**config.mk**
```make
export PLATFORM = sky130hd
export DESIGN_NAME = ahb_master_busreq
export DESIGN_NICKNAME = d
export VERILOG_FILES = /design/src/rtl/ahb_master_busreq_pkg.sv /design/src/rtl/ahb_master_busreq.sv
export SDC_FILE = /design/constraint.sdc
export NUM_CORES = 1
export LEC_CHECK = 0
export CAP_MARGIN = 0
export CORE_MARGIN = 1.5
export CORE_UTILIZATION = 49
export CTS_CLUSTER_SIZE = 40
export DETAILED_ROUTE_END_ITERATION = 7
export PLACE_DENSITY = 0.89
export SLEW_MARGIN = 40
export SYNTH_ARGS = -nofsm -noshare
export SYNTH_HDL_FRONTEND = slang
export SYNTH_SLANG_ARGS = --single-unit
export TNS_END_PERCENT = 20
```
**constraint.sdc**
```tcl
create_clock -name HCLK -period 4.5 [get_ports HCLK]
set_input_delay 0.675 -clock HCLK [delete_from_list [all_inputs] [get_ports HCLK]]
set_output_delay 0.675 -clock HCLK [all_outputs]
set_load 0.05 [all_outputs]
```
**src/rtl/ahb_master_busreq_pkg.sv**
```systemverilog
// rtl/ahb_master_busreq_pkg.sv - shared AHB encodings for the master bus-request controller
//
// Purpose: state encoding of the request/grant sequencer plus the HTRANS and
// HBURST codes the downstream address driver uses alongside first_beat.
// Ports: none (package).

package ahb_master_busreq_pkg;

  // Sequencer states:
  //   ST_IDLE - waiting for a command
  //   ST_REQ  - requesting the bus
  //   ST_ADDR - owning the address bus
  //   ST_DATA - waiting for the final data phase
  typedef enum logic [1:0] {
    ST_IDLE = 2'b00,
    ST_REQ  = 2'b01,
    ST_ADDR = 2'b10,
    ST_DATA = 2'b11
  } busreq_state_t;

  // HTRANS encodings driven by the address-phase driver.
  localparam logic [1:0] HTRANS_IDLE   = 2'b00;
  localparam logic [1:0] HTRANS_BUSY   = 2'b01;
  localparam logic [1:0] HTRANS_NONSEQ = 2'b10;
  localparam logic [1:0] HTRANS_SEQ    = 2'b11;

  // Undefined-length incrementing burst. Every (re)grant restarts with
  // NONSEQ/INCR, so the beat count never has to match a fixed burst type.
  localparam logic [2:0] HBURST_INCR   = 3'b001;

endpackage

```
**src/rtl/ahb_master_busreq.sv**
```systemverilog
// rtl/ahb_master_busreq.sv - AHB master bus-request/grant controller
//
// Purpose: accepts a transfer command (beat count, lock), requests the bus,
// tracks address-bus ownership from HGRANT/HREADY, sequences address beats and
// re-arbitrates for the remaining beats when the grant is lost mid-burst.
//
// Ports:
//   HCLK        in   bus clock, rising edge
//   HRESET      in   synchronous active-high reset
//   cmd_valid   in   command request
//   cmd_ready   out  command accepted when cmd_valid & cmd_ready
//   cmd_beats   in   beat count (0 means 1)
//   cmd_lock    in   locked transfer request
//   HGRANT      in   grant from arbiter
//   HREADY      in   bus ready
//   HBUSREQ     out  bus request to arbiter
//   HLOCK       out  lock request to arbiter
//   addr_phase  out  valid address/control phase driven this cycle
//   first_beat  out  first address phase after a (re)grant (NONSEQ/INCR)
//   beat_idx    out  0-based beat index of the current address phase
//   data_phase  out  this master owns the current data phase
//   done        out  one-cycle pulse after the final data phase completes

module ahb_master_busreq
  import ahb_master_busreq_pkg::*;
#(
  parameter int BEATW = 5
) (
  input  logic             HCLK,
  input  logic             HRESET,
  input  logic             cmd_valid,
  output logic             cmd_ready,
  input  logic [BEATW-1:0] cmd_beats,
  input  logic             cmd_lock,
  input  logic             HGRANT,
  input  logic             HREADY,
  output logic             HBUSREQ,
  output logic             HLOCK,
  output logic             addr_phase,
  output logic             first_beat,
  output logic [BEATW-1:0] beat_idx,
  output logic             data_phase,
  output logic             done
);

  localparam logic [BEATW-1:0] LP_ONE = {{(BEATW-1){1'b0}}, 1'b1};

  busreq_state_t    r_state;
  busreq_state_t    w_state_nxt;

  logic [BEATW-1:0] r_remaining;
  logic [BEATW-1:0] r_beat_idx;
  logic             r_lock;
  logic             r_first;
  logic             r_data_phase;
  logic             r_done;

  logic [BEATW-1:0] w_beats_norm;
  logic             w_accept;
  logic             w_beat_acc;
  logic             w_last_beat;
  logic             w_data_done;

  assign w_beats_norm = (cmd_beats == '0) ? LP_ONE : cmd_beats;
  assign w_last_beat  = (r_remaining == LP_ONE);
  assign w_accept     = (r_state == ST_IDLE) && cmd_valid;
  // An address beat is taken by the slave on any HREADY edge while we own
  // the address bus; HGRANT only matters for what happens afterwards.
  assign w_beat_acc   = (r_state == ST_ADDR) && HREADY;
  assign w_data_done  = (r_state == ST_DATA) && r_data_phase && HREADY;

  // ---------------------------------------------------------------------------
  // FSM state register
  // ---------------------------------------------------------------------------
  always_ff @(posedge HCLK) begin
    if (HRESET) begin
      r_state <= ST_IDLE;
    end else begin
      r_state <= w_state_nxt;
    end
  end

  // ---------------------------------------------------------------------------
  // FSM next state and bus-facing outputs
  // ---------------------------------------------------------------------------
  always_comb begin
    w_state_nxt = r_state;
    cmd_ready   = 1'b0;
    HBUSREQ     = 1'b0;
    HLOCK       = 1'b0;
    addr_phase  = 1'b0;
    first_beat  = 1'b0;

    case (r_state)
      ST_IDLE: begin
        cmd_ready = 1'b1;
        if (cmd_valid) begin
          w_state_nxt = ST_REQ;
        end
      end

      ST_REQ: begin
        HBUSREQ = 1'b1;
        HLOCK   = r_lock;
        // Ownership moves only on an HREADY edge; a grant seen while the
        // bus is stalled is not ours yet.
        if (HGRANT && HREADY) begin
          w_state_nxt = ST_ADDR;
        end
      end

      ST_ADDR: begin
        addr_phase = 1'b1;
        first_beat = r_first;
        HLOCK      = r_lock;
        // Drop the request during the final address beat so the arbiter
        // can hand the bus on without a wasted cycle.
        HBUSREQ    = !w_last_beat;
        if (HREADY) begin
          if (w_last_beat) begin
            w_state_nxt = ST_DATA;
          end else if (!HGRANT) begin
            w_state_nxt = ST_REQ;
          end
        end
      end

      ST_DATA: begin
        if (r_data_phase && HREADY) begin
          w_state_nxt = ST_IDLE;
        end
      end

      default: begin
        w_state_nxt = ST_IDLE;
      end
    endcase
  end

  // ---------------------------------------------------------------------------
  // Command latch and beat counters
  // ---------------------------------------------------------------------------
  always_ff @(posedge HCLK) begin
    if (HRESET) begin
      r_remaining <= '0;
      r_beat_idx  <= '0;
      r_lock      <= 1'b0;
      r_first     <= 1'b0;
    end else if (w_accept) begin
      r_remaining <= w_beats_norm;
      r_beat_idx  <= '0;
      r_lock      <= cmd_lock;
      r_first     <= 1'b1;
    end else if (w_beat_acc) begin
      r_remaining <= r_remaining - LP_ONE;
      r_beat_idx  <= r_beat_idx + LP_ONE;
      // Losing the grant with beats still to go means the next address
      // phase starts a fresh NONSEQ after re-arbitration.
      r_first     <= !w_last_beat && !HGRANT;
    end
  end

  // ---------------------------------------------------------------------------
  // Data-phase ownership and completion pulse
  // Kept independent of the FSM so a data phase left behind by a grant loss
  // still completes while the FSM is back in ST_REQ.
  // ---------------------------------------------------------------------------
  always_ff @(posedge HCLK) begin
    if (HRESET) begin
      r_data_phase <= 1'b0;
      r_done       <= 1'b0;
    end else begin
      r_data_phase <= w_beat_acc || (r_data_phase && !HREADY);
      r_done       <= w_data_done;
    end
  end

  assign beat_idx   = r_beat_idx;
  assign data_phase = r_data_phase;
  assign done       = r_done;

endmodule

```
==> flow_summary.yaml, run 1 <==
critical_path:
  crit_path_end_kind: "output port"
  r2r-start: "r_state[0]"
  worstPathCellList: "inv_1, ha_1, nor4b_1, nor2b_1, o21a_1, clkdlybuf4s50_1"
  slowest_delay_ps: 690
  worstSetupStartpoint: "r_remaining[1]"
  cp_data_required_time_ps: 3830
  crit_path_start_kind: "flop"
  crit_fanout: 3
  critPathKind: "flop to output port"
  cp_data_arrival_time_ps: 2270
  cp_slowest_cell: "clkdlybuf4s50_1"
timing:
  setup_tns_ps: 0
  finClkSkew_ps: 5.02
  drv_slew: 0
  timing.slew.headroom_pct: 66.7
  finalCritPeriodShare_pct: 65.4
  setup_viol: 0
  timing_hold_violations_final: 0
  fin_crit_ps: 2940
  worst_pin_slew_ps: 498
  rsz0062_at_grt: "false"
  max_freq_ghz: 0.340
die:
  coreArea_um2: 1560
  dieArea_um2: 1970
  std_cell_rows: 14
  io_pins: 23
  start_util_pct: 53.9
  die_x_um: 44.4
  die_height_um: 44.4
global_route:
  grtUsageTotal_pct: 21.9
  antenna_found_initial: 0
  grt_first_pass_wirelength_mm: 3.16
  grt_max_degree: 14
  grt-ovfl-total: 0
  grt_pass1_vias: 744
synthesis:
  yosysUniqueCellTypes: 31
  seq_area_frac_synth_pct: 38.2
  ys_ff_latch: 16
  syn_avg_cell_area_um2: 8.84
  ys_warn_count: 0
  syn_area_um2: 840
  syn_nets: 114
  synthCells: 95
power:
  power_density_nw_per_um2: 488
  ir_worst_vdd_mv: 0.397
  p_leak_nw: 0.409
  finalPower_uw: 539
route:
  drc: 0
  dr.pass1.iters: 6
  first_iter_violations: 26
  wl_mm: 1.78
  vias_per_cell: 5.70
  antenna_left: 0
  vias: 764
  wl_per_cell_um: 13.3
cts:
  cts_buffers: 3
  cts_root_buf: "clkbuf_4"
  clk_pin_slew_ps: 100
  numClockSinks: 16
  cts_resized: 0
  cts_tree: "done"
  cts_max_path_buffers: 2
  clk_latency_ps: 290
  cts-htree-levels: 1
  cts_setup_buffers: 0
  cts_hold_buf: 0
layout:
  multiInputGateArea_um2: 492
  nFillCells: 117
  layout_common_cells: "clkdlybuf4s50_1, dfxtp_1, nor2_1, ha_1, nand2_1"
  area_growth_pct: 31.4
  fin_util_pct: 70.8
  antenna_cells: 0
  final_common_cell: "clkdlybuf4s50_1"
  seqCellArea_um2: 320
  layout.nets: 138
  drive_gt1_share_pct: 4.24
  fin_cells: 134
job:
  cap_violations: 0
place:
  routabilityCongestion: 0.826
  io_buffers: 22
  dpl.hpwl_mm: 1.32
  placed_cells: 130
outcome:
  status: "finished clean"
worst_hold_path:
  min_from: "r_lock"
  hp-class: "flop to flop"
-- cells in the mapped netlist --
cell type / n / area share, %
o21a_1: 2 / 1.8
or4_1: 1 / 0.89
ha_1: 8 / 12
a21oi_1: 5 / 3.0
nand2b_1: 5 / 3.7
buf_2: 1 / 0.60
nand4_1: 2 / 1.5
xnor2_1: 3 / 3.1
and4b_1: 1 / 1.2
nand2_1: 7 / 3.1
nor4_1: 2 / 1.5
o211ai_1: 1 / 0.89
inv_1: 4 / 1.8
clkbuf_1: 2 / 0.89
o2111ai_1: 1 / 1.0
nand3_1: 2 / 1.2
nor2b_1: 1 / 0.75
o31ai_1: 1 / 0.89
a21o_1: 1 / 0.89
a211oi_1: 4 / 3.6
o21ai_0: 2 / 1.2
nor2_1: 8 / 3.6
a311oi_1: 1 / 1.0
dfxtp_1: 16 / 38
nor3_1: 3 / 1.8
nand2_2: 1 / 0.75
o32ai_1: 1 / 1.0
and2_1: 3 / 2.2
nor4b_1: 1 / 1.0
or3_1: 1 / 0.75
xor2_1: 4 / 4.2
-- final timing paths --
check,end,slack [ps],cells after the start
setup / recovery,HBUSREQ,1560,6
hold / removal,r_lock,470,2
setup reg to reg,r_remaining[4],2380,6
hold reg to reg,r_lock,470,2
-- state kept, by name, summed over array words and instances (netlist names), named ones only --
name and flops:
r_remaining 5, done 1, beat_idx 5, r_first 1
r_state 2, r_lock 1
-- final cells by class --
class,instances,share of cell area (%)
Inverter,4,1.36
Clock buffer,4,3.29
Tap cell,16,1.81
Timing Repair Buffer,22,20.0
Multi-Input combinational cell,72,44.6
Sequential cell,16,29.0
-- stage by stage --
stage                     hold WS (ps)  instance area, um^2  setup WS (ps)
after CTS                          470                 1100           1530
after detailed placement           456                 1070           1860
after global placement             450                 1070           1940
after floorplan                    432                  840           2180
after global routing               500                 1100           1380
final                              469                 1100           1560
-- critical path: cells and delay by family, from the launching register on --
family,cells,cell delay (ps)
buf+inv,2,780
simple gates,2,530
compound gates,1,190
fa+ha+maj,1,140
flops,1,340
-- layer usage --
metal  track usage (%)  up-vias  wire, um
met4              9.09        0        31
met5                 0        -         0
li1                  -      381         -
met3              4.08        5        53
met2              39.4       17       885
met1              25.2      361       807
-- power by group --
group	switching, mW	internal (mW)
Clock	0.0491	0.0493
Combinational	0.152	0.0966
Sequential	0.0243	0.168
Total	0.225	0.313
-- logic make-up (layout without fill, tap and decap cells) --
logic type	after synthesis	in the layout	share of synthesized area, %
DFF	16	16	38.2
xor gates and xnor gates	7	7	7.30
and+or+nand+nor	38	38	24.0
adders and majority gates	8	8	11.9
AOI/OAI and AO/OA	19	19	15.4
buffers and inverters	7	30	3.28
No activity file was read; power rests on OpenSTA's default activity.
==> run 2: changes to the inputs <==
Settings changed: CORE_UTILIZATION 49 to 41, PLACE_DENSITY 0.89 to 0.81.
Clock period 4.5 ns to 2.5 ns, I/O delays scaled along.
==> run 2 against run 1 <==
Net effect:
- core utilization shrank 12 points
- combinational power up 79%
- critical path depth fell by 2
- power increased by 78%
- sequential share of layout area shrank 0.74 points
- flip-flop and latch count did not move
- via count is 1.0% lower
- register-to-register slack got worse by 1700 ps
- sequential power up 80%
- clock skew fell by 4.1 ps
- non-clock buffer count up 1
==> flow_summary.yaml, run 2 (synthesis results as in run 1) <==
route:
  dr.pass1.iters: 4
  drc: 0
  vias_per_cell: 5.18
  wl_per_cell_um: 11.8
  dr.max_layer_used: "met3"
  met2_length_um: 812
  antenna_left: 0
  vias: 756
  met1_length_um: 784
  wl_met3_um: 124
  first_iter_violations: 12
  wl_mm: 1.72
place:
  io_buffers: 22
  placed_cells: 142
  dpl.hpwl_mm: 1.33
  placed_cell_area_um2: 1090
  routabilityCongestion: 0.819
  dp_slack_ps: 168
layout:
  final_common_cell: "clkdlybuf4s50_1"
  layout_common_cells: "clkdlybuf4s50_1, dfxtp_1, nor2_1, ha_1, nand2_1"
  antenna_cells: 0
  fin_area_um2: 1130
  area_growth_pct: 34.9
  drive_gt1_share_pct: 5.88
  fin_cells: 146
  fin_util_pct: 58.3
  layout.nets: 139
global_route:
  grt_pass1_vias: 763
  grt_max_degree: 14
  grt-ovfl-total: 0
  grt_first_pass_wirelength_mm: 2.93
  antenna_found_initial: 0
  grtUsageTotal_pct: 18.1
die:
  die_height_um: 48.3
  std_cell_rows: 16
  die_x_um: 48.3
  start_util_pct: 43.2
  coreArea_um2: 1940
  dieArea_um2: 2330
  io_pins: 23
timing:
  finalCritPeriodShare_pct: 94.7
  max_freq_ghz: 0.422
  timing.slew.headroom_pct: 65.6
  fin_ws_ps: 133
  setup_tns_ps: 0
  drv_slew: 0
  rsz0062_at_grt: "false"
  fin_crit_ps: 2370
  worst_pin_slew_ps: 516
  finClkSkew_ps: 0.925
  setup_viol: 0
  timing_hold_violations_final: 0
cts:
  clk_latency_ps: 280
  cts_buffers: 3
  cts_root_buf: "clkbuf_4"
  cts-htree-levels: 1
  cts_max_path_buffers: 2
  clk_pin_slew_ps: 90
  cts_hold_buf: 0
  cts_tree: "done"
  numClockSinks: 16
critical_path:
  cp_data_arrival_time_ps: 1990
  crit_path_end_kind: "output port"
  worstPathCellList: "inv_1, ha_1, and2_1, clkdlybuf4s50_1"
  cp_slowest_cell: "clkdlybuf4s50_1"
  critPathTopFamily: "buffers and inverters"
  worstSetupStartpoint: "r_state[1]"
  critPathKind: "flop to output port"
  crit_buf_inv: 2
  crit_fanout: 4
  crit_path_start_kind: "flop"
  r2r-start: "r_state[0]"
  cp_data_required_time_ps: 2120
  slowest_delay_ps: 790
power:
  p_leak_nw: 0.439
  power_density_nw_per_um2: 845
  ir_worst_vdd_mv: 0.575
worst_hold_path:
  hp-class: "flop to flop"
  min_from: "r_lock"
job:
  cap_violations: 0
outcome:
  status: "finished clean"
-- run 2: cell types whose count changed in the layout (fill, tap and decap cells not counted), sizes merged --
cell	delta
buf	+1
clkdlybuf4s50	-2
dlygate4sd2	+1
dlymetal6s2s	+1
-- run 2: final timing paths --
| check | to | slack (ps) | cells past startpoint |
|---|---|---|---|
| setup / recovery | HLOCK | 130 | 4 |
| setup reg to reg | r_remaining[4] | 680 | 6 |
| hold / removal | r_lock | 470 | 2 |
| hold reg to reg | r_lock | 470 | 2 |
-- run 2: report_power, final --
group	internal, mW	total (mW)	switching [mW]
Clock	0.0887	0.166	0.0770
Combinational	0.173	0.446	0.272
Sequential	0.301	0.346	0.0445
-- run 2: final cells by class --
class	count	area [um^2]
multi-input combinational	72	498
inverter	4	15.0
timing repair buffer	23	229
tap	27	33.8
sequential	16	320
clock buffer	4	36.3
fill	186	810
-- run 2: stage by stage --
| step | hold slack, ps | total power [mW] |
|---|---|---|
| finish | 472 | 0.957 |
| global route | 484 | 1.03 |
| CTS | 475 | 0.956 |
| detailed placement | 463 | 0.793 |
| global placement | 442 | 0.783 |
| floorplan | 432 | 0.672 |
-- run 2: routing by layer --
| layer | vias to the layer above | track usage, % |
|---|---|---|
| met2 | 32 | 33.7 |
| met1 | 339 | 18.6 |
| li1 | 385 | - |
| met4 | 0 | 4.32 |
| met3 | 0 | 7.41 |
| met5 | - | 0 |
-- run 2: tightest hold or removal path, stage by stage, from the launching register on --
cell     delay (ps)
dfxtp_1         320
nand2_1          60
a21oi_1          60
-- run 2: repair_timing --
action / 4_1_cts / 5_1_grt
hold endpoints to repair: 0 / 0
setup endpoints to repair: 1 / 2
buffers inserted: 0 / 0
gates resized for setup: 1 / 2
==> run 3: changes to the inputs <==
Settings changed: SLEW_MARGIN 40 to 20.
==> results of run 3 <==
No change in the layout: final DEF, timing and power equal those of run 2.
